==> src/rtl/pipe_pkg.sv <==
// Shared fetch-pipeline types and constants used by the fetch controller
// and its hold watchdog.
package pipe_pkg;

  localparam logic [31:0] NOP_INSTR_DEFAULT = 32'h0000_0000;
  localparam logic [31:0] RESET_PC_DEFAULT  = 32'h0000_0000;
  localparam logic [31:0] PC_STEP           = 32'd4;

  typedef enum logic [1:0] {
    RUN      = 2'd0,
    HOLD     = 2'd1,
    REDIRECT = 2'd2
  } fetch_state_t;

  // Sequential fetch address; wraps modulo 2^32.
  function automatic logic [31:0] next_pc(input logic [31:0] pc);
    return pc + PC_STEP;
  endfunction

endpackage

==> src/rtl/fetch_pipe_ctrl_if.sv <==
// Fetch-stage bus: hazard stall requests, EX branch resolution and
// instruction memory on one side, PC and IF/ID register on the other.
interface fetch_pipe_ctrl_if;

  logic        hold_PC;
  logic        hold_IFID;
  logic [31:0] IM_Instruction;
  logic        branch_resolved;
  logic        branch_taken;
  logic [31:0] branch_target;
  logic [31:0] PC;
  logic [31:0] IFID_Instruction;
  logic [31:0] IFID_PCPlus4;
  logic        IFID_Valid;
  logic        IDEX_Bubble;
  logic        hold_timeout;

  modport master (
    output hold_PC, hold_IFID, IM_Instruction,
           branch_resolved, branch_taken, branch_target,
    input  PC, IFID_Instruction, IFID_PCPlus4, IFID_Valid,
           IDEX_Bubble, hold_timeout
  );

  modport slave (
    input  hold_PC, hold_IFID, IM_Instruction,
           branch_resolved, branch_taken, branch_target,
    output PC, IFID_Instruction, IFID_PCPlus4, IFID_Valid,
           IDEX_Bubble, hold_timeout
  );

endinterface

==> src/rtl/hold_watchdog.sv <==
// Counts consecutive honored-hold cycles and forces one fetch advance when
// the count reaches MAX_HOLD, so stuck stall requests cannot deadlock fetch.
module hold_watchdog
  import pipe_pkg::*;
#(
  parameter int unsigned MAX_HOLD = 8
) (
  input  logic         Clk,
  input  logic         Reset,
  input  fetch_state_t state,
  input  fetch_state_t state_n,
  output logic         force_adv,
  output logic         hold_timeout
);

  localparam logic [7:0] MAX_CNT = 8'(MAX_HOLD);

  logic [7:0] hold_cnt;

  assign force_adv = (state == HOLD) && (hold_cnt == MAX_CNT);

  // The count restarts whenever the FSM leaves HOLD, including on a redirect.
  always_ff @(posedge Clk) begin
    if (Reset) begin
      hold_cnt     <= 8'd0;
      hold_timeout <= 1'b0;
    end else begin
      hold_cnt     <= (state_n == HOLD) ? hold_cnt + 8'd1 : 8'd0;
      hold_timeout <= force_adv;
    end
  end

endmodule

==> src/rtl/fetch_pipe_ctrl.sv <==
// Fetch pipeline controller: owns PC and IF/ID, applies stalls, bubbles and
// branch redirects. Optional macro FETCH_PERF_COUNTERS_EN adds stall/flush counters.
//
// state    | meaning
// RUN      | normal fetch, PC advances every cycle unless held
// HOLD     | hazard stall in progress, watchdog counting
// REDIRECT | first fetch from a branch target, holds ignored
module fetch_pipe_ctrl
  import pipe_pkg::*;
#(
  parameter logic [31:0] RESET_PC  = RESET_PC_DEFAULT,
  parameter int unsigned MAX_HOLD  = 8,
  parameter logic [31:0] NOP_INSTR = NOP_INSTR_DEFAULT
) (
  input  logic              Clk,
  input  logic              Reset,
  fetch_pipe_ctrl_if.slave  bus
`ifdef FETCH_PERF_COUNTERS_EN
  ,
  output logic [31:0]       stall_cycles,
  output logic [15:0]       flush_count
`endif
);

  fetch_state_t state, state_n;

  logic [31:0] pc, pc_n;
  logic [31:0] ifid_instr, instr_n;
  logic [31:0] ifid_pcp4, pcp4_n;
  logic        ifid_valid, valid_n;

  logic redirect_now;
  logic force_adv;
  logic suppress;
  logic hold_eff_ifid;
  logic hold_eff_pc;
  logic timeout_pulse;

  assign redirect_now  = bus.branch_resolved & bus.branch_taken;
  assign suppress      = redirect_now | (state == REDIRECT) | force_adv;
  assign hold_eff_ifid = bus.hold_IFID & ~suppress;
  // Holding IF/ID alone must also freeze PC or the fetched word is lost.
  assign hold_eff_pc   = (bus.hold_PC | bus.hold_IFID) & ~suppress;

  hold_watchdog #(
    .MAX_HOLD (MAX_HOLD)
  ) u_hold_watchdog (
    .Clk          (Clk),
    .Reset        (Reset),
    .state        (state),
    .state_n      (state_n),
    .force_adv    (force_adv),
    .hold_timeout (timeout_pulse)
  );

  // REDIRECT and the watchdog cycle fall into the advance branch via suppress.
  always_comb begin
    state_n = RUN;
    pc_n    = next_pc(pc);
    instr_n = bus.IM_Instruction;
    pcp4_n  = next_pc(pc);
    valid_n = 1'b1;
    if (redirect_now) begin
      state_n = REDIRECT;
      pc_n    = bus.branch_target;
      instr_n = NOP_INSTR;
      pcp4_n  = 32'd0;
      valid_n = 1'b0;
    end else if (hold_eff_pc) begin
      state_n = HOLD;
      pc_n    = pc;
      if (hold_eff_ifid) begin
        instr_n = ifid_instr;
        pcp4_n  = ifid_pcp4;
        valid_n = ifid_valid;
      end else begin
        instr_n = NOP_INSTR;
        pcp4_n  = 32'd0;
        valid_n = 1'b0;
      end
    end
  end

  always_ff @(posedge Clk) begin
    if (Reset) begin
      state      <= RUN;
      pc         <= RESET_PC;
      ifid_instr <= NOP_INSTR;
      ifid_pcp4  <= 32'd0;
      ifid_valid <= 1'b0;
    end else begin
      state      <= state_n;
      pc         <= pc_n;
      ifid_instr <= instr_n;
      ifid_pcp4  <= pcp4_n;
      ifid_valid <= valid_n;
    end
  end

  assign bus.PC               = pc;
  assign bus.IFID_Instruction = ifid_instr;
  assign bus.IFID_PCPlus4     = ifid_pcp4;
  assign bus.IFID_Valid       = ifid_valid;
  assign bus.hold_timeout     = timeout_pulse;
  assign bus.IDEX_Bubble      = ~Reset & (hold_eff_ifid | ~ifid_valid);

`ifdef FETCH_PERF_COUNTERS_EN
  always_ff @(posedge Clk) begin
    if (Reset) begin
      stall_cycles <= 32'd0;
      flush_count  <= 16'd0;
    end else begin
      if (hold_eff_pc && (stall_cycles != 32'hFFFF_FFFF))
        stall_cycles <= stall_cycles + 32'd1;
      if (redirect_now && (flush_count != 16'hFFFF))
        flush_count <= flush_count + 16'd1;
    end
  end
`endif

endmodule

==> src/flat_wrapper.sv <==
// flat-port wrapper written by rule: the top's interface ports become plain ports
module fetch_pipe_ctrl_flat import pipe_pkg::*;
#(
  parameter logic [31:0] RESET_PC  = RESET_PC_DEFAULT,
  parameter int unsigned MAX_HOLD  = 8,
  parameter logic [31:0] NOP_INSTR = NOP_INSTR_DEFAULT
)
  (Clk, Reset, bus_hold_PC, bus_hold_IFID, bus_IM_Instruction, bus_branch_resolved, bus_branch_taken, bus_branch_target, bus_PC, bus_IFID_Instruction, bus_IFID_PCPlus4, bus_IFID_Valid, bus_IDEX_Bubble, bus_hold_timeout);
  fetch_pipe_ctrl_if bus_i ();
  input  logic Clk;
  input  logic Reset;
  input wire logic [$bits(bus_i.hold_PC)-1:0] bus_hold_PC;
  input wire logic [$bits(bus_i.hold_IFID)-1:0] bus_hold_IFID;
  input wire logic [$bits(bus_i.IM_Instruction)-1:0] bus_IM_Instruction;
  input wire logic [$bits(bus_i.branch_resolved)-1:0] bus_branch_resolved;
  input wire logic [$bits(bus_i.branch_taken)-1:0] bus_branch_taken;
  input wire logic [$bits(bus_i.branch_target)-1:0] bus_branch_target;
  output wire logic [$bits(bus_i.PC)-1:0] bus_PC;
  output wire logic [$bits(bus_i.IFID_Instruction)-1:0] bus_IFID_Instruction;
  output wire logic [$bits(bus_i.IFID_PCPlus4)-1:0] bus_IFID_PCPlus4;
  output wire logic [$bits(bus_i.IFID_Valid)-1:0] bus_IFID_Valid;
  output wire logic [$bits(bus_i.IDEX_Bubble)-1:0] bus_IDEX_Bubble;
  output wire logic [$bits(bus_i.hold_timeout)-1:0] bus_hold_timeout;
  assign bus_i.hold_PC = bus_hold_PC;
  assign bus_i.hold_IFID = bus_hold_IFID;
  assign bus_i.IM_Instruction = bus_IM_Instruction;
  assign bus_i.branch_resolved = bus_branch_resolved;
  assign bus_i.branch_taken = bus_branch_taken;
  assign bus_i.branch_target = bus_branch_target;
  assign bus_PC = bus_i.PC;
  assign bus_IFID_Instruction = bus_i.IFID_Instruction;
  assign bus_IFID_PCPlus4 = bus_i.IFID_PCPlus4;
  assign bus_IFID_Valid = bus_i.IFID_Valid;
  assign bus_IDEX_Bubble = bus_i.IDEX_Bubble;
  assign bus_hold_timeout = bus_i.hold_timeout;
  fetch_pipe_ctrl #(.RESET_PC(RESET_PC), .MAX_HOLD(MAX_HOLD), .NOP_INSTR(NOP_INSTR)) u_core (.Clk(Clk), .Reset(Reset), .bus(bus_i));
endmodule
==> config.mk <==
export PLATFORM = sky130hd
export DESIGN_NAME = fetch_pipe_ctrl_flat
export DESIGN_NICKNAME = d
export VERILOG_FILES = /design/src/rtl/pipe_pkg.sv /design/src/rtl/fetch_pipe_ctrl_if.sv /design/src/rtl/hold_watchdog.sv /design/src/rtl/fetch_pipe_ctrl.sv /design/src/flat_wrapper.sv
export SDC_FILE = /design/constraint.sdc
export NUM_CORES = 1
export LEC_CHECK = 0
export ABC_AREA = 1
export CORE_MARGIN = 1.5
export CORE_UTILIZATION = 45
export DETAILED_ROUTE_END_ITERATION = 10
export PLACE_DENSITY = 0.76
export SYNTH_ARGS = -nofsm -noshare
export SYNTH_HDL_FRONTEND = slang
export SYNTH_HIERARCHICAL = 1
export SYNTH_SLANG_ARGS = --single-unit
==> constraint.sdc <==
create_clock -name Clk -period 4.1 [get_ports Clk]
set_clock_uncertainty 0.15 [all_clocks]
set_input_delay 0.82 -clock Clk [delete_from_list [all_inputs] [get_ports Clk]]
set_output_delay 0.82 -clock Clk [all_outputs]
set_load 0.01 [all_outputs]
# ---- Word level (Yosys, flattened, before mapping)
# Index checks and enable logic that the tools add are counted.
dict set report classes {
  add_sub_neg 2
  eq_ne 6
  muxes 9
  bitwise 12
  n_reduce_logical 3
}
# operator n
set op_table {}
lappend op_table {{2-to-1 mux 32 bit} 5}
lappend op_table {{adder 32 x 3 -> 32 bit, second input constant} 1}
lappend op_table {{adder 8 x 1 -> 8 bit, second input constant} 1}
lappend op_table {{== test 8 x 4 -> 1 bit, second input constant} 1}
lappend op_table {{bitwise AND 1 bit} 4}
lappend op_table {{== test 2 x 1 -> 1 bit, second input constant} 2}
lappend op_table {{NOT 1 bit} 4}
lappend op_table {{bitwise OR 1 bit} 4}
lappend op_table {{OR reduction 2 bit} 2}
lappend op_table {{2-to-1 mux 1 bit} 3}
lappend op_table {{== test 2 bit, second input constant} 1}
lappend op_table {{2-to-1 mux 2 bit} 1}
lappend op_table {{!= test 2 x 1 -> 1 bit, second input constant} 1}
lappend op_table {{!= test 2 bit, second input constant} 1}
lappend op_table {{logical AND 1 bit} 1}
dict set report totals {
  ff_bits 108
  input_bits 70
  out_inout_bits 99
}

# ---- Depth between registers and ports, before layout
# Gate-level depths: netlist of run 1.
dict set report logic_depth {
  ltp_word 10
  ltp_mapped 14
}

# ---- Modules after synthesis
# Netlist of run 1, hierarchy kept.
# mod instances cells_each area_per_inst_um2 seq_area_each_um2
set modules_own_cells {}
lappend modules_own_cells {fetch_pipe_ctrl 1 661 4475.5 1981.9}
lappend modules_own_cells {hold_watchdog 1 62 439.2 180.2}

# ---- Worst setup path before layout of run 1
# OpenSTA, ideal clock, no wires.
dict set report synth_timing {
  path_kind {in2out}
  from {input port bus_branch_resolved}
  to {output port bus_IDEX_Bubble}
  arrival_time_ns 1.475
  required_ns 3.130
  setup_slack_ns 1.655
  cell_stages 5
  path_cell_list {nand2_1 > nand3b_1 > nor2_1 > inv_1 > a21oi_1}
}
dict set report synth_via {
  elab_chain_cells 7
}
# item line
set synth_rtl {}
lappend synth_rtl {{start: declaration} flat_wrapper.sv:15} ;# input wire logic [$bits(bus_i.branch_resolved)-1:0] bus_branch_resolved;
lappend synth_rtl {{bitwise AND 1 bit} fetch_pipe_ctrl.sv:39} ;# assign redirect_now = bus.branch_resolved & bus.branch_taken;
lappend synth_rtl {{bitwise OR 1 bit (2 in a row)} fetch_pipe_ctrl.sv:40} ;# assign suppress = redirect_now | (state == REDIRECT) | force_adv;
lappend synth_rtl {{NOT 1 bit} fetch_pipe_ctrl.sv:41} ;# assign hold_eff_ifid = bus.hold_IFID & ~suppress;
lappend synth_rtl {{bitwise AND 1 bit} fetch_pipe_ctrl.sv:41}
lappend synth_rtl {{bitwise OR 1 bit} fetch_pipe_ctrl.sv:105} ;# assign bus.IDEX_Bubble = ~Reset & (hold_eff_ifid | ~ifid_valid);
lappend synth_rtl {{bitwise AND 1 bit} fetch_pipe_ctrl.sv:105}
lappend synth_rtl {{end: declaration} flat_wrapper.sv:22} ;# output wire logic [$bits(bus_i.IDEX_Bubble)-1:0] bus_IDEX_Bubble;
# Every way passes these cells.

# ---- Final worst setup path of run 1
dict set report layout_timing {
  from {register u_core.u_hold_watchdog.hold_cnt[0]}
  to {output port bus_IDEX_Bubble}
}
dict set report layout_via {
  elab_chain_cells 7
}
# item line
set layout_rtl {}
lappend layout_rtl {{start: declaration} hold_watchdog.sv:18} ;# logic [7:0] hold_cnt;
lappend layout_rtl {{start signal: assignment} hold_watchdog.sv:28} ;# hold_cnt <= (state_n == HOLD) ? hold_cnt + 8'd1 : 8'd0;
lappend layout_rtl {{== test 8 x 4 -> 1 bit} hold_watchdog.sv:20} ;# assign force_adv = (state == HOLD) && (hold_cnt == MAX_CNT);
lappend layout_rtl {{logical AND 1 bit} hold_watchdog.sv:20}
lappend layout_rtl {{named net u_core.force_adv} fetch_pipe_ctrl.sv:33} ;# logic force_adv;
lappend layout_rtl {{bitwise OR 1 bit} fetch_pipe_ctrl.sv:40}
lappend layout_rtl {{NOT 1 bit} fetch_pipe_ctrl.sv:41}
lappend layout_rtl {{bitwise AND 1 bit} fetch_pipe_ctrl.sv:41}
lappend layout_rtl {{bitwise OR 1 bit} fetch_pipe_ctrl.sv:105}
lappend layout_rtl {{bitwise AND 1 bit} fetch_pipe_ctrl.sv:105}
# The timed path passes the listed nets, and every way through them passes these cells.

==> out/results.ini, run 1 <==
[global_routing]
grtUsageMet2_pct=46.7
grt_max_degree=61
grt_usage_pct=26.3
grt.busiest_layer=met2
grt_pass1_vias=4958
antenna_found_initial=0
grt_overflow=0
use_met1_pct=31.2
gr-usage-met3_pct=6.17
grt_pass1_wl_um=23800

[drt]
ant_nets=0
drc_errors=0
wl_per_cell_um=14.8
num_vias=5177
drt-total-wl_um=15100
dr.pass1.iters=6
drt_iter0_drc=300
vias_per_cell=5.08

[layout]
areaGrowthSynthToFinish_pct=40.0
diodes=0
final_cells=1020
post-route-util_pct=65.8
num-fill-cells=948
final_area_mm2=0.00688
fin_nets=953
drive_above_1_share_pct=4.75

[timing]
hold_slack_ps=303
fmax_mhz=301
setup_viol=0
relSlewSlack_pct=47.2
slew_violations=0
rsz0062_at_grt=no
worst-slew-pin-transition_ps=789
timing.setup.tns_ps=0
fin_crit_ps=3320
hold_viol=0
finalWorstSetupSlack_ps=778
finalCritPeriodShare_pct=81.0

[logic_synthesis]
ys_ff_latch=108
synth_edf_count=0
yosys.area.top_type_share_pct=44.0
syn_nets=796
ys_types=34
synthTopCellsByCount=nand2_1, dfxtp_1, nor2_1
syn-cell-area_mm2=0.00491
yosysWarnings=6
synth_area_per_cell_um2=6.80
synth_top_cells_by_area=dfxtp_1, nand2_1, nor2_1
yosysMostFrequentCell=nand2_1
ys_dominant_reg_cell=dfxtp_1
postSynthCellCount=723
yosys.area.top_type=dfxtp_1
yosysSeqAreaShare_pct=44.0
async_reset_ff_share_pct=0

[placed_design]
portBuffers=168
dp_hpwl_um=11200
dpl.cell_count=1005
gp_congestion=0.904
dpl_worst_slack_ps=816
placed_cell_area_mm2=0.00669

[worst_setup_path]
cpPeakStageDelay_ps=550
start_kind=flop
rrSetupSlack_ps=1240
crit_path_top_delay_cell=clkdlybuf4s50_1
path_class=flop to output pin
worst_setup_path_end_kind=output pin
critical_path.max_fanout=4
crit_arrival_ps=2350
path_buf_inv=4
cp_cell_sequence=inv_1 -> ha_1 -> nand2_1 -> nor2_1 -> nand3_1 -> inv_1 -> nand3b_1 -> nor2_2 -> inv_1 -> a21oi_1 -> clkdlybuf4s50_1
crit_top_cell=inv_1
cp_top_family=buffers and inverters
cp.required_ps=3130

[worst_hold_path]
min_path_type=flop to flop

[pwr]
total_power_mw=2.17
peakVddDrop_v=0.000159
power_density_mw_per_mm2=316
cellLeakagePower_nw=2.77

[clock_tree]
root_buffer=clkbuf_8
clock-sinks=108
post_cts_resized=0
clock_path_buffers=2
clkTransAtPathRegs_ps=100
clkLatencyLatePin_ps=370
holdBufCountCts=0
cts_buffers=9
cts.htree.levels=3
cts_tree=done
post_cts_buffers=0

[die]
die_y_um=108
pin_count=169
start_util_pct=47.0
die_x_um=108
rows=37
die_area_mm2=0.0116
core_mm2=0.0105

[run]
cap_violations=0

[outcome]
status=finished, final reports clean

-- layout by cell type, fill, tap and decap left out, drive strengths merged, types with 2 or more instances in the layout --
master and count:
a21o 2, a21oi 32, a31oi 2, buf 7, clkbuf 12, clkdlybuf4s50 168
clkinv 3, dfxtp 108, ha 3, inv 45, mux2i 2, nand2 281
nand3 44, nand3b 7, nor2 101, nor3 2, o211ai 4, o21a 4
o21ai 33, o22ai 2, o31ai 2, or2 2, xnor2 2, xor2 14
-- report_power, final --
group          internal [mW]  switching, mW  total [mW]
Combinational          0.190          0.191       0.381
Clock                  0.276          0.371       0.647
Sequential              1.10         0.0467        1.15
Total                   1.56          0.608        2.17
-- layer usage --
| layer | vias up | share of wire [%] |
|---|---|---|
| li1 | 2581 | - |
| met1 | 2378 | 42 |
| met2 | 195 | 49 |
| met3 | 23 | 7.7 |
| met4 | 0 | 2.0 |
| met5 | - | 0 |
-- cell families after synthesis --
logic type	count (synthesis)	share of synthesized area, %
buf+inv	74	6.14
mux	2	0.407
simple gates	439	36.8
flops	108	44.0
fa+ha+maj	3	0.764
xor+xnor	16	2.85
compound gates	81	9.04
-- area by class of cell --
| cell class | instances | area (µm²) | share of cell area (%) |
|---|---|---|---|
| Sequential cell | 108 | 2160 | 31.4 |
| Multi-Input combinational cell | 541 | 2450 | 35.6 |
| Timing Repair Buffer | 175 | 1730 | 25.2 |
| Tap cell | 136 | 170 | 2.47 |
| Inverter | 45 | 169 | 2.45 |
| Clock buffer | 12 | 165 | 2.40 |
| Clock inverter | 3 | 28.8 | 0.418 |
-- registers in the layout (all words and copies together) (netlist names) --
signal,cells
u_core/bus.IFID_Instruction,32
u_core/bus.IFID_PCPlus4,32
u_core/bus.PC,32
u_core/u_hold_watchdog/hold_cnt,8
u_core/state,2
u_core/bus.IFID_Valid,1
u_core/u_hold_watchdog/hold_timeout,1
-- worst min-delay path, delay by kind of cell (launching register included) --
family	cells	cell delay, ps
simple gates	2	100
flops	1	320
-- path summary, 6_finish.rpt --
kind | from | endpoint | depth (start not counted)
worst min-delay path | u_core/bus.IFID_Instruction[7]$_SDFFE_PP0P_ | u_core/bus.IFID_Instruction[7]$_SDFFE_PP0P_ | 2
worst min register to register | u_core/bus.IFID_Instruction[7]$_SDFFE_PP0P_ | u_core/bus.IFID_Instruction[7]$_SDFFE_PP0P_ | 2
worst max-delay path | u_core/u_hold_watchdog/hold_cnt[0]$_SDFF_PP0_ | bus_IDEX_Bubble | 11
worst max register to register | u_core/u_hold_watchdog/hold_cnt[0]$_SDFF_PP0_ | u_core/bus.PC[6]$_SDFFE_PP0N_ | 13
(Power assumes the default switching activity.)
==> run 2, diff against run 1 <==
- clock period: 4.1 -> 3.3 ns (I/O delays scaled with it)
==> run 2 against run 1 <==
Net effect: total power increased by 27%; global-route usage decreased by 0.17 points; routed wire length increased by 0.16%; cell area increased by 0.76%; non-clock buffer count increased by 3; flip-flop and latch count unchanged; first-iteration DRC count increased by 1.0%; combinational power increased by 26%; die area unchanged; cell count increased by 0.39%; sequential share of layout area decreased by 0.22 points; clock power increased by 32%.
==> out/results.ini, run 2 (same netlist as run 1, synthesis figures left out) <==
[outcome]
status=finished, final reports clean  ; unchanged

[worst_setup_path]
cp_top_family=buffers and inverters  ; unchanged
cp.required_ps=2490  ; was 3130 ps
crit_top_cell=inv_1  ; unchanged
crit_path_top_delay_cell=clkdlybuf4s50_1  ; unchanged
reg2regPathDepth=14  ; was 13
cp_cell_sequence=inv_1 -> ha_1 -> nand2_1 -> nor2_1 -> nand3_1 -> inv_1 -> nand3b_1 -> nor2_2 -> inv_1 -> a21oi_1 -> clkdlybuf4s50_1  ; unchanged
crit_arrival_ps=2290  ; was 2350 ps
critPathCapture=bus_IDEX_Bubble  ; unchanged
worst_setup_path_end_kind=output pin  ; unchanged
cpPeakStageDelay_ps=550  ; about the same
critical_path.max_fanout=4  ; unchanged
path_class=flop to output pin  ; unchanged
cp_num_cells=11  ; unchanged
start_kind=flop  ; unchanged
rrSetupSlack_ps=740  ; was 1240 ps
critPathLaunch=u_core/u_hold_watchdog/hold_cnt[0]$_SDFF_PP0_  ; unchanged
path_buf_inv=4  ; unchanged
r2r_end=u_core/bus.PC[2]$_SDFFE_PP0N_  ; was u_core/bus.PC[6]$_SDFFE_PP0N_
r2r_start=u_core/u_hold_watchdog/hold_cnt[0]$_SDFF_PP0_  ; unchanged

[drt]
dr.pass1.iters=4  ; was 6
vias_per_cell=5.04  ; was 5.08
num_vias=5163  ; was 5177
ant_nets=0  ; unchanged
wl_per_cell_um=14.7  ; was 14.8 µm
drt-total-wl_um=15100  ; about the same
drt_iter0_drc=303  ; was 300
drc_errors=0  ; unchanged

[die]
rows=37  ; unchanged
start_util_pct=47.0  ; unchanged
pin_count=169  ; unchanged
die_y_um=108  ; unchanged
core_mm2=0.0105  ; unchanged
die_x_um=108  ; unchanged
die_area_mm2=0.0116  ; unchanged

[timing]
rsz0062_at_grt=no  ; unchanged
fin_crit_ps=3100
fmax_mhz=323
slew_violations=0  ; unchanged
worst-slew-pin-transition_ps=537  ; was 789 ps
hold_viol=0  ; unchanged
finalCritPeriodShare_pct=93.9
finalWorstSetupSlack_ps=203  ; was 778 ps
setup_viol=0  ; unchanged
timing.setup.tns_ps=0  ; unchanged
relSlewSlack_pct=64.2  ; was 47.2%

[layout]
final_cells=1024  ; was 1020
num-fill-cells=921  ; was 948
layout_commonest_cell=nand2_1  ; unchanged
areaGrowthSynthToFinish_pct=41.1  ; was 40.0%
final_cell_mix=nand2_1, clkdlybuf4s50_1, dfxtp_1, nor2_1, nand3_1  ; unchanged
drive_above_1_share_pct=5.18  ; was 4.75%
diodes=0  ; unchanged
post-route-util_pct=66.3  ; was 65.8%
fin_nets=956  ; was 953

[global_routing]
antenna_found_initial=0  ; unchanged
grt_overflow=0  ; unchanged
grt_pass1_wl_um=23900  ; was 23800 µm
gr-usage-met3_pct=5.15  ; was 6.17%
grt_pass1_vias=4902  ; was 4958
grtUsageMet2_pct=46.0  ; was 46.7%
grt_usage_pct=26.1  ; was 26.3%
grt.busiest_layer=met2  ; unchanged
grt_max_degree=46  ; was 61
use_met1_pct=31.7  ; was 31.2%

[placed_design]
portBuffers=168  ; unchanged
dp_hpwl_um=11100  ; was 11200 µm
dpl.cell_count=1008  ; was 1005
gp_congestion=0.895  ; was 0.904
dpl_worst_slack_ps=359  ; was 816 ps

[clock_tree]
root_buffer=clkbuf_8  ; unchanged
cts_buffers=9  ; unchanged
clkTransAtPathRegs_ps=110  ; was 100 ps
clock_path_buffers=2  ; unchanged
cts.htree.levels=3  ; unchanged
clock-sinks=108  ; unchanged
cts_tree=done  ; unchanged
clkLatencyLatePin_ps=360  ; was 370 ps
post_cts_resized=0  ; unchanged
post_cts_buffers=0  ; unchanged
holdBufCountCts=0  ; unchanged

[run]
cap_violations=0  ; unchanged

[pwr]
total_power_mw=2.76  ; was 2.17 mW
cellLeakagePower_nw=2.79  ; was 2.77 nW
peakVddDrop_v=0.000211  ; was 0.000159 V
power_density_mw_per_mm2=397  ; was 316 mW/mm²

[worst_hold_path]
min_from=u_core/u_hold_watchdog/hold_cnt[0]$_SDFF_PP0_  ; was u_core/bus.IFID_Instruction[7]$_SDFFE_PP0P_
min_path_type=flop to flop  ; unchanged

[run 2: changes by cell type in the layout (fill, tap and decap cells not counted)]
cell,previous run,this run
dfxtp_1,108,107
clkinvlp_4,0,1
clkinv_8,0,1
clkbuf_8,12,9
clkbuf_1,0,1
buf_4,7,9
bufinv_16,0,1
buf_12,0,1
dfxtp_2,0,1
[run 2: cell type report]
class                           instances  area [µm²]  share of cell area, %
Clock buffer                           10         128                   1.84
Clock inverter                          6        82.6                   1.19
Inverter                               45         169                   2.44
Multi-Input combinational cell        541        2450                   35.4
Sequential cell                       108        2160                   31.2
Tap cell                              136         170                   2.45
Timing Repair Buffer                  178        1770                   25.5
[run 2: worst min path at each step]
stage                     slack, ps                                             to  cells after the start
final                           280  u_core/u_hold_watchdog/hold_cnt[0]$_SDFF_PP0_                      1
after global routing            310  u_core/u_hold_watchdog/hold_cnt[0]$_SDFF_PP0_                      1
after CTS                       300   u_core/bus.IFID_Instruction[24]$_SDFFE_PP0P_                      2
after detailed placement        280   u_core/bus.IFID_Instruction[11]$_SDFFE_PP0P_                      2
after global placement          280   u_core/bus.IFID_Instruction[26]$_SDFFE_PP0P_                      2
after floorplan                 280  u_core/u_hold_watchdog/hold_cnt[0]$_SDFF_PP0_                      1
[run 2: worst reg2reg max path: cells and delay by family, from the launching register on]
| kind | cells | cell delay, ps |
|---|---|---|
| buffers and inverters | 6 | 960 |
| AND/OR/NAND/NOR | 6 | 620 |
| adder cells (fa/ha/maj) | 1 | 200 |
| AO/OA/AOI/OAI | 1 | 200 |
| flip-flops | 1 | 360 |
[run 2: metal layers]
metal	vias up	part of all wire [%]	wire, µm
li1	2582	-	-
met1	2367	41	6220
met2	195	49	7370
met3	19	8.0	1200
met4	0	1.9	284
met5	-	0	0
[run 2: through the flow]
step / hold WS [ps] / cell area (µm²)
3_5_place_dp: 284 / 6720
5_1_grt: 311 / 6940
3_3_place_gp: 278 / 6720
4_1_cts: 304 / 6930
6_report: 285 / 6940
2_1_floorplan: 280 / 4910
[run 2: power breakdown]
group / total, mW / internal [mW] / switching (mW)
registers: 1.42 / 1.36 / 0.0584
clock network: 0.852 / 0.368 / 0.484
logic: 0.481 / 0.242 / 0.240
total: 2.76 / 1.97 / 0.782
==> run 3, diff against run 2 <==
- CAP_MARGIN: unset -> 0
==> results of run 3 <==
The final DEF is identical to that of run 2; final timing and power are the same.
==> variant 1 (config.mk and constraints of run 3) <==
The 3 states of `fetch_state_t` get a one-hot encoding in 3 bits.
--- a/src/rtl/pipe_pkg.sv
+++ b/src/rtl/pipe_pkg.sv
@@ -7,8 +7,8 @@
   localparam logic [31:0] PC_STEP           = 32'd4;
 
-  typedef enum logic [1:0] {
-    RUN      = 2'd0,
-    HOLD     = 2'd1,
-    REDIRECT = 2'd2
+  typedef enum logic [2:0] {
+    RUN      = 3'b001,
+    HOLD     = 3'b010,
+    REDIRECT = 3'b100
   } fetch_state_t;
 
Formal check against the unedited RTL: same outputs for any inputs over 10 cycles, from zero or initial values and one cycle with Reset high; not proved beyond that.
==> variant 1 against run 3 <==
- routed wire length shrank 0.95%
- final cell count grew 1.7%
- setup slack gained 0.33 ns
- synthesized area grew 2.0%
- total power shrank 0.82%
- combinational power shrank 5.0%
- sequential share of layout area is essentially flat
- cell area grew 0.76%
- core utilization shrank 1.8 points
- sequential cell count grew 1
- critical path type unchanged
- largest cell class unchanged
==> variant 1: results <==
yosys:
  synthesis.nets: 812
  synthDistinctLibCells: 36
  synth_area_leaders: "dfxtp_1, nand2_1, nor2_1"
  yosys_most_used_dff: "dfxtp_1"
  syn-instance-count: 739
  async_flop_share_pct: 0
  synth_common_cells: "nand2_1, dfxtp_1, nor2_1"
  synth-seq-area-share_pct: 43.5
  ys_warn_count: 6
setup_path:
  cp.arrival_ns: 1.96
  worstPathMaxFanout: 4
  rr_endpoint: "u_core/bus.PC[30]"
  crit_end: "bus_IDEX_Bubble"
  setup.worst_path.start: "u_core/u_hold_watchdog/hold_cnt[0]"
  reg2reg_setup_slack_ns: 0.71
  rr_worst_depth: 14
final_layout:
  diodes: 0
  drive_gt1_share_pct: 5.22
  final_nets: 969
outcome:
  status: "finished, final reports clean"
power_and_ir_drop:
  power.share.sequential_pct: 52.2
  pg_comb_mw: 0.457
  p_leak_nw: 2.89
  cell_internal_pwr_mw: 2.02
  peakVddDrop_mv: 0.220
worst_hold_path:
  hold_class: "reg2reg"
  hp-start: "u_core/bus.IFID_Instruction[7]"
  whs_endpoint: "u_core/bus.IFID_Instruction[7]"
  min_path_cells: 2
cts:
  cts_htree_levels: 3
  clockRootBuffer: "clkbuf_8"
  numCtsBuffers: 9
  ctsResizeCount: 0
  insertion_delay_ns: 0.36
  postCtsSetupBuffers: 0
  clk_path_buf_depth: 2
  clkTransAtPathRegs_ns: 0.09
route:
  drt_iter0_markers: 333
  drt-pass1-iter-count: 6
  ant_nets: 0
  wl_per_cell_um: 14.3
  vias: 5171
  viasPerCell: 4.97
placed_design:
  place_congestion: 0.889
  dp_cells: 1025
  hpwl_um: 11200
  dpl_cell_area_um2: 6770
  portBuffers: 168
timing:
  tightest_slew_ns: 0.570
  whs_ns: 0.301
  max_freq_ghz: 0.361
grt:
  grt_pass1_wl_um: 23400
  antenna_found_initial: 0
  grt_usage_pct: 25.5
  grt_max_degree: 38
  grt_pass1_vias: 4882
-- variant 1: cells by family after synthesis --
| kind of cell | count (synthesis) | synth area share (%) |
|---|---|---|
| and+or+nand+nor | 469 | 38.7 |
| xor gates and xnor gates | 16 | 2.80 |
| adders and majority gates | 3 | 0.749 |
| muxes | 2 | 0.400 |
| AOI/OAI and AO/OA | 68 | 7.34 |
| buffers and inverters | 72 | 6.49 |
| DFF | 109 | 43.5 |
-- variant 1: worst max-delay path: stages, from the launching register on --
cell,delay (ns)
dfxtp_1,0.38
inv_1,0.08
ha_1,0.19
inv_1,0.05
nor2_1,0.03
nand3_1,0.12
nor2_1,0.07
nor2_2,0.11
nand2_2,0.06
nor2_2,0.11
inv_1,0.09
a21oi_1,0.13
dlymetal6s2s_1,0.17
-- variant 1: metal layers --
metal  up-vias  global-route usage, %  wire length [um]
met5         -                      0                 0
met4         0                   8.55               278
met3        19                   5.79              1140
met2       182                   44.8              7130
met1      2355                   30.5              6390
li1       2615                      -                 -
-- variant 1: metrics by stage --
| step | setup WS [ns] | power [mW] |
|---|---|---|
| 6_report | 0.529 | 2.73 |
| 5_1_grt | 0.350 | 2.87 |
| 4_1_cts | 0.104 | 2.76 |
| 3_5_place_dp | 0.260 | 1.91 |
| 3_3_place_gp | 0.286 | 1.91 |
| 2_1_floorplan | 0.945 | 1.66 |
-- variant 1: layout make-up --
cell class                 count  area [um^2]
fill                         986         3850
multi-input combinational    558         2500
sequential                   109         2180
timing repair buffer         176         1760
tap                          140          175
clock buffer                  14          173
inverter                      42          159
clock inverter                 2         38.8
==> variant 2 (settings of run 3) <==
Made on the original files. `MAX_HOLD` is set to 8 in 3 places; all go to 4.
--- a/src/rtl/hold_watchdog.sv
+++ b/src/rtl/hold_watchdog.sv
@@ -4,5 +4,5 @@
   import pipe_pkg::*;
 #(
-  parameter int unsigned MAX_HOLD = 8
+  parameter int unsigned MAX_HOLD = 4
 ) (
   input  logic         Clk,
--- a/src/rtl/fetch_pipe_ctrl.sv
+++ b/src/rtl/fetch_pipe_ctrl.sv
@@ -10,5 +10,5 @@
 #(
   parameter logic [31:0] RESET_PC  = RESET_PC_DEFAULT,
-  parameter int unsigned MAX_HOLD  = 8,
+  parameter int unsigned MAX_HOLD  = 4,
   parameter logic [31:0] NOP_INSTR = NOP_INSTR_DEFAULT
 ) (
--- a/src/flat_wrapper.sv
+++ b/src/flat_wrapper.sv
@@ -3,5 +3,5 @@
 #(
   parameter logic [31:0] RESET_PC  = RESET_PC_DEFAULT,
-  parameter int unsigned MAX_HOLD  = 8,
+  parameter int unsigned MAX_HOLD  = 4,
   parameter logic [31:0] NOP_INSTR = NOP_INSTR_DEFAULT
 )
Function: changed (a bounded check fails within 10 cycles, from zero or initial values and one cycle with Reset high).
==> variant 2 against run 3 <==
- sequential cell count unchanged
- highest routed layer unchanged
- total power decreased by 1.5%
- synthesized area shrank 0.36%
- die area is 0.34% lower
- cell area shrank 0.52%
- synthesized cell count fell by 0.28%
- worst hold slack better by 0.0059 ns
- routed wire length shrank 0.21%
- setup slack improved by 0.36 ns
==> variant 2: results <==
route:
  viasPerCell: 5.04
  wl_per_cell_um: 14.7
  drt-pass1-iter-count: 5
yosys:
  synthDistinctLibCells: 32
  synth-seq-area-share_pct: 44.1
  muxShareOfSynthArea_pct: 0.409
  synth_area_leaders: "dfxtp_1, nand2_1, nor2_1"
  synth_common_cells: "nand2_1, dfxtp_1, nor2_1"
  synthXorXnorAreaFrac_pct: 2.86
  synthesis.nets: 794
  synthAdderAreaFrac_pct: 0.766
grt:
  grt_max_degree: 61
  grt_usage_pct: 25.8
  grt_pass1_vias: 4915
  grt_pass1_wl_um: 23600
placed_design:
  hpwl_um: 11200
  portBuffers: 168
  place_congestion: 0.885
  dpl_cell_area_um2: 6690
final_layout:
  final_nets: 954
  drive_gt1_share_pct: 5.19
power_and_ir_drop:
  peakVddDrop_mv: 0.207
  p_leak_nw: 2.78
setup_path:
  rr_worst_depth: 13
  crit_slowest_cell: "dfxtp_2"
  cp.arrival_ns: 1.93
  rr_endpoint: "u_core/bus.PC[31]"
outcome:
  status: "finished, final reports clean"
timing:
  tightest_slew_ns: 0.687
-- variant 2: changes by cell type after synthesis, sizes merged --
cell  change
inv       -2
-- variant 2: per-stage QoR --
step                hold WS, ns  std cells  setup slack, ns  util (%)
floorplan                 0.280        721             1.03         -
finish                    0.291       1022            0.562      65.9
global placement          0.277       1006            0.394      64.0
global route              0.304       1022            0.383      65.9
CTS                       0.307       1022           0.0946      65.9
detailed placement        0.284       1006            0.312      64.0
-- variant 2: layout make-up --
type | instances | area (um^2)
Clock buffer | 10 | 138
Clock inverter | 6 | 63.8
Fill cell | 952 | 3560
Inverter | 43 | 161
Multi-Input combinational cell | 541 | 2440
Sequential cell | 108 | 2160
Tap cell | 136 | 170
Timing Repair Buffer | 178 | 1760
-- variant 2: layer usage --
layer	up-vias	global-route usage (%)	part of all wire, %
li1	2586	-	-
met1	2354	30.8	41
met2	189	46.1	49
met3	21	5.39	7.9
met4	0	8.10	2.0
met5	-	0	0
-- variant 2: power breakdown --
part           switching [mW]  internal (mW)  total (mW)
registers              0.0589           1.37        1.42
logic                   0.236          0.238       0.474
clock network           0.501          0.317       0.818
total                   0.796           1.92        2.72
-- variant 2: worst max-delay path by stage --
stage                                             startpoint         endpoint  slack (ns)  cells past startpoint
after floorplan           u_core/u_hold_watchdog/hold_cnt[0]  bus_IDEX_Bubble        1.03                     10
after global placement                   bus_branch_resolved  bus_IDEX_Bubble        0.39                      7
after detailed placement                 bus_branch_resolved  bus_IDEX_Bubble        0.31                      7
after CTS                 u_core/u_hold_watchdog/hold_cnt[0]  bus_IDEX_Bubble        0.09                     11
after global routing      u_core/u_hold_watchdog/hold_cnt[0]  bus_IDEX_Bubble        0.38                     11
final                     u_core/u_hold_watchdog/hold_cnt[0]  bus_IDEX_Bubble        0.56                     11
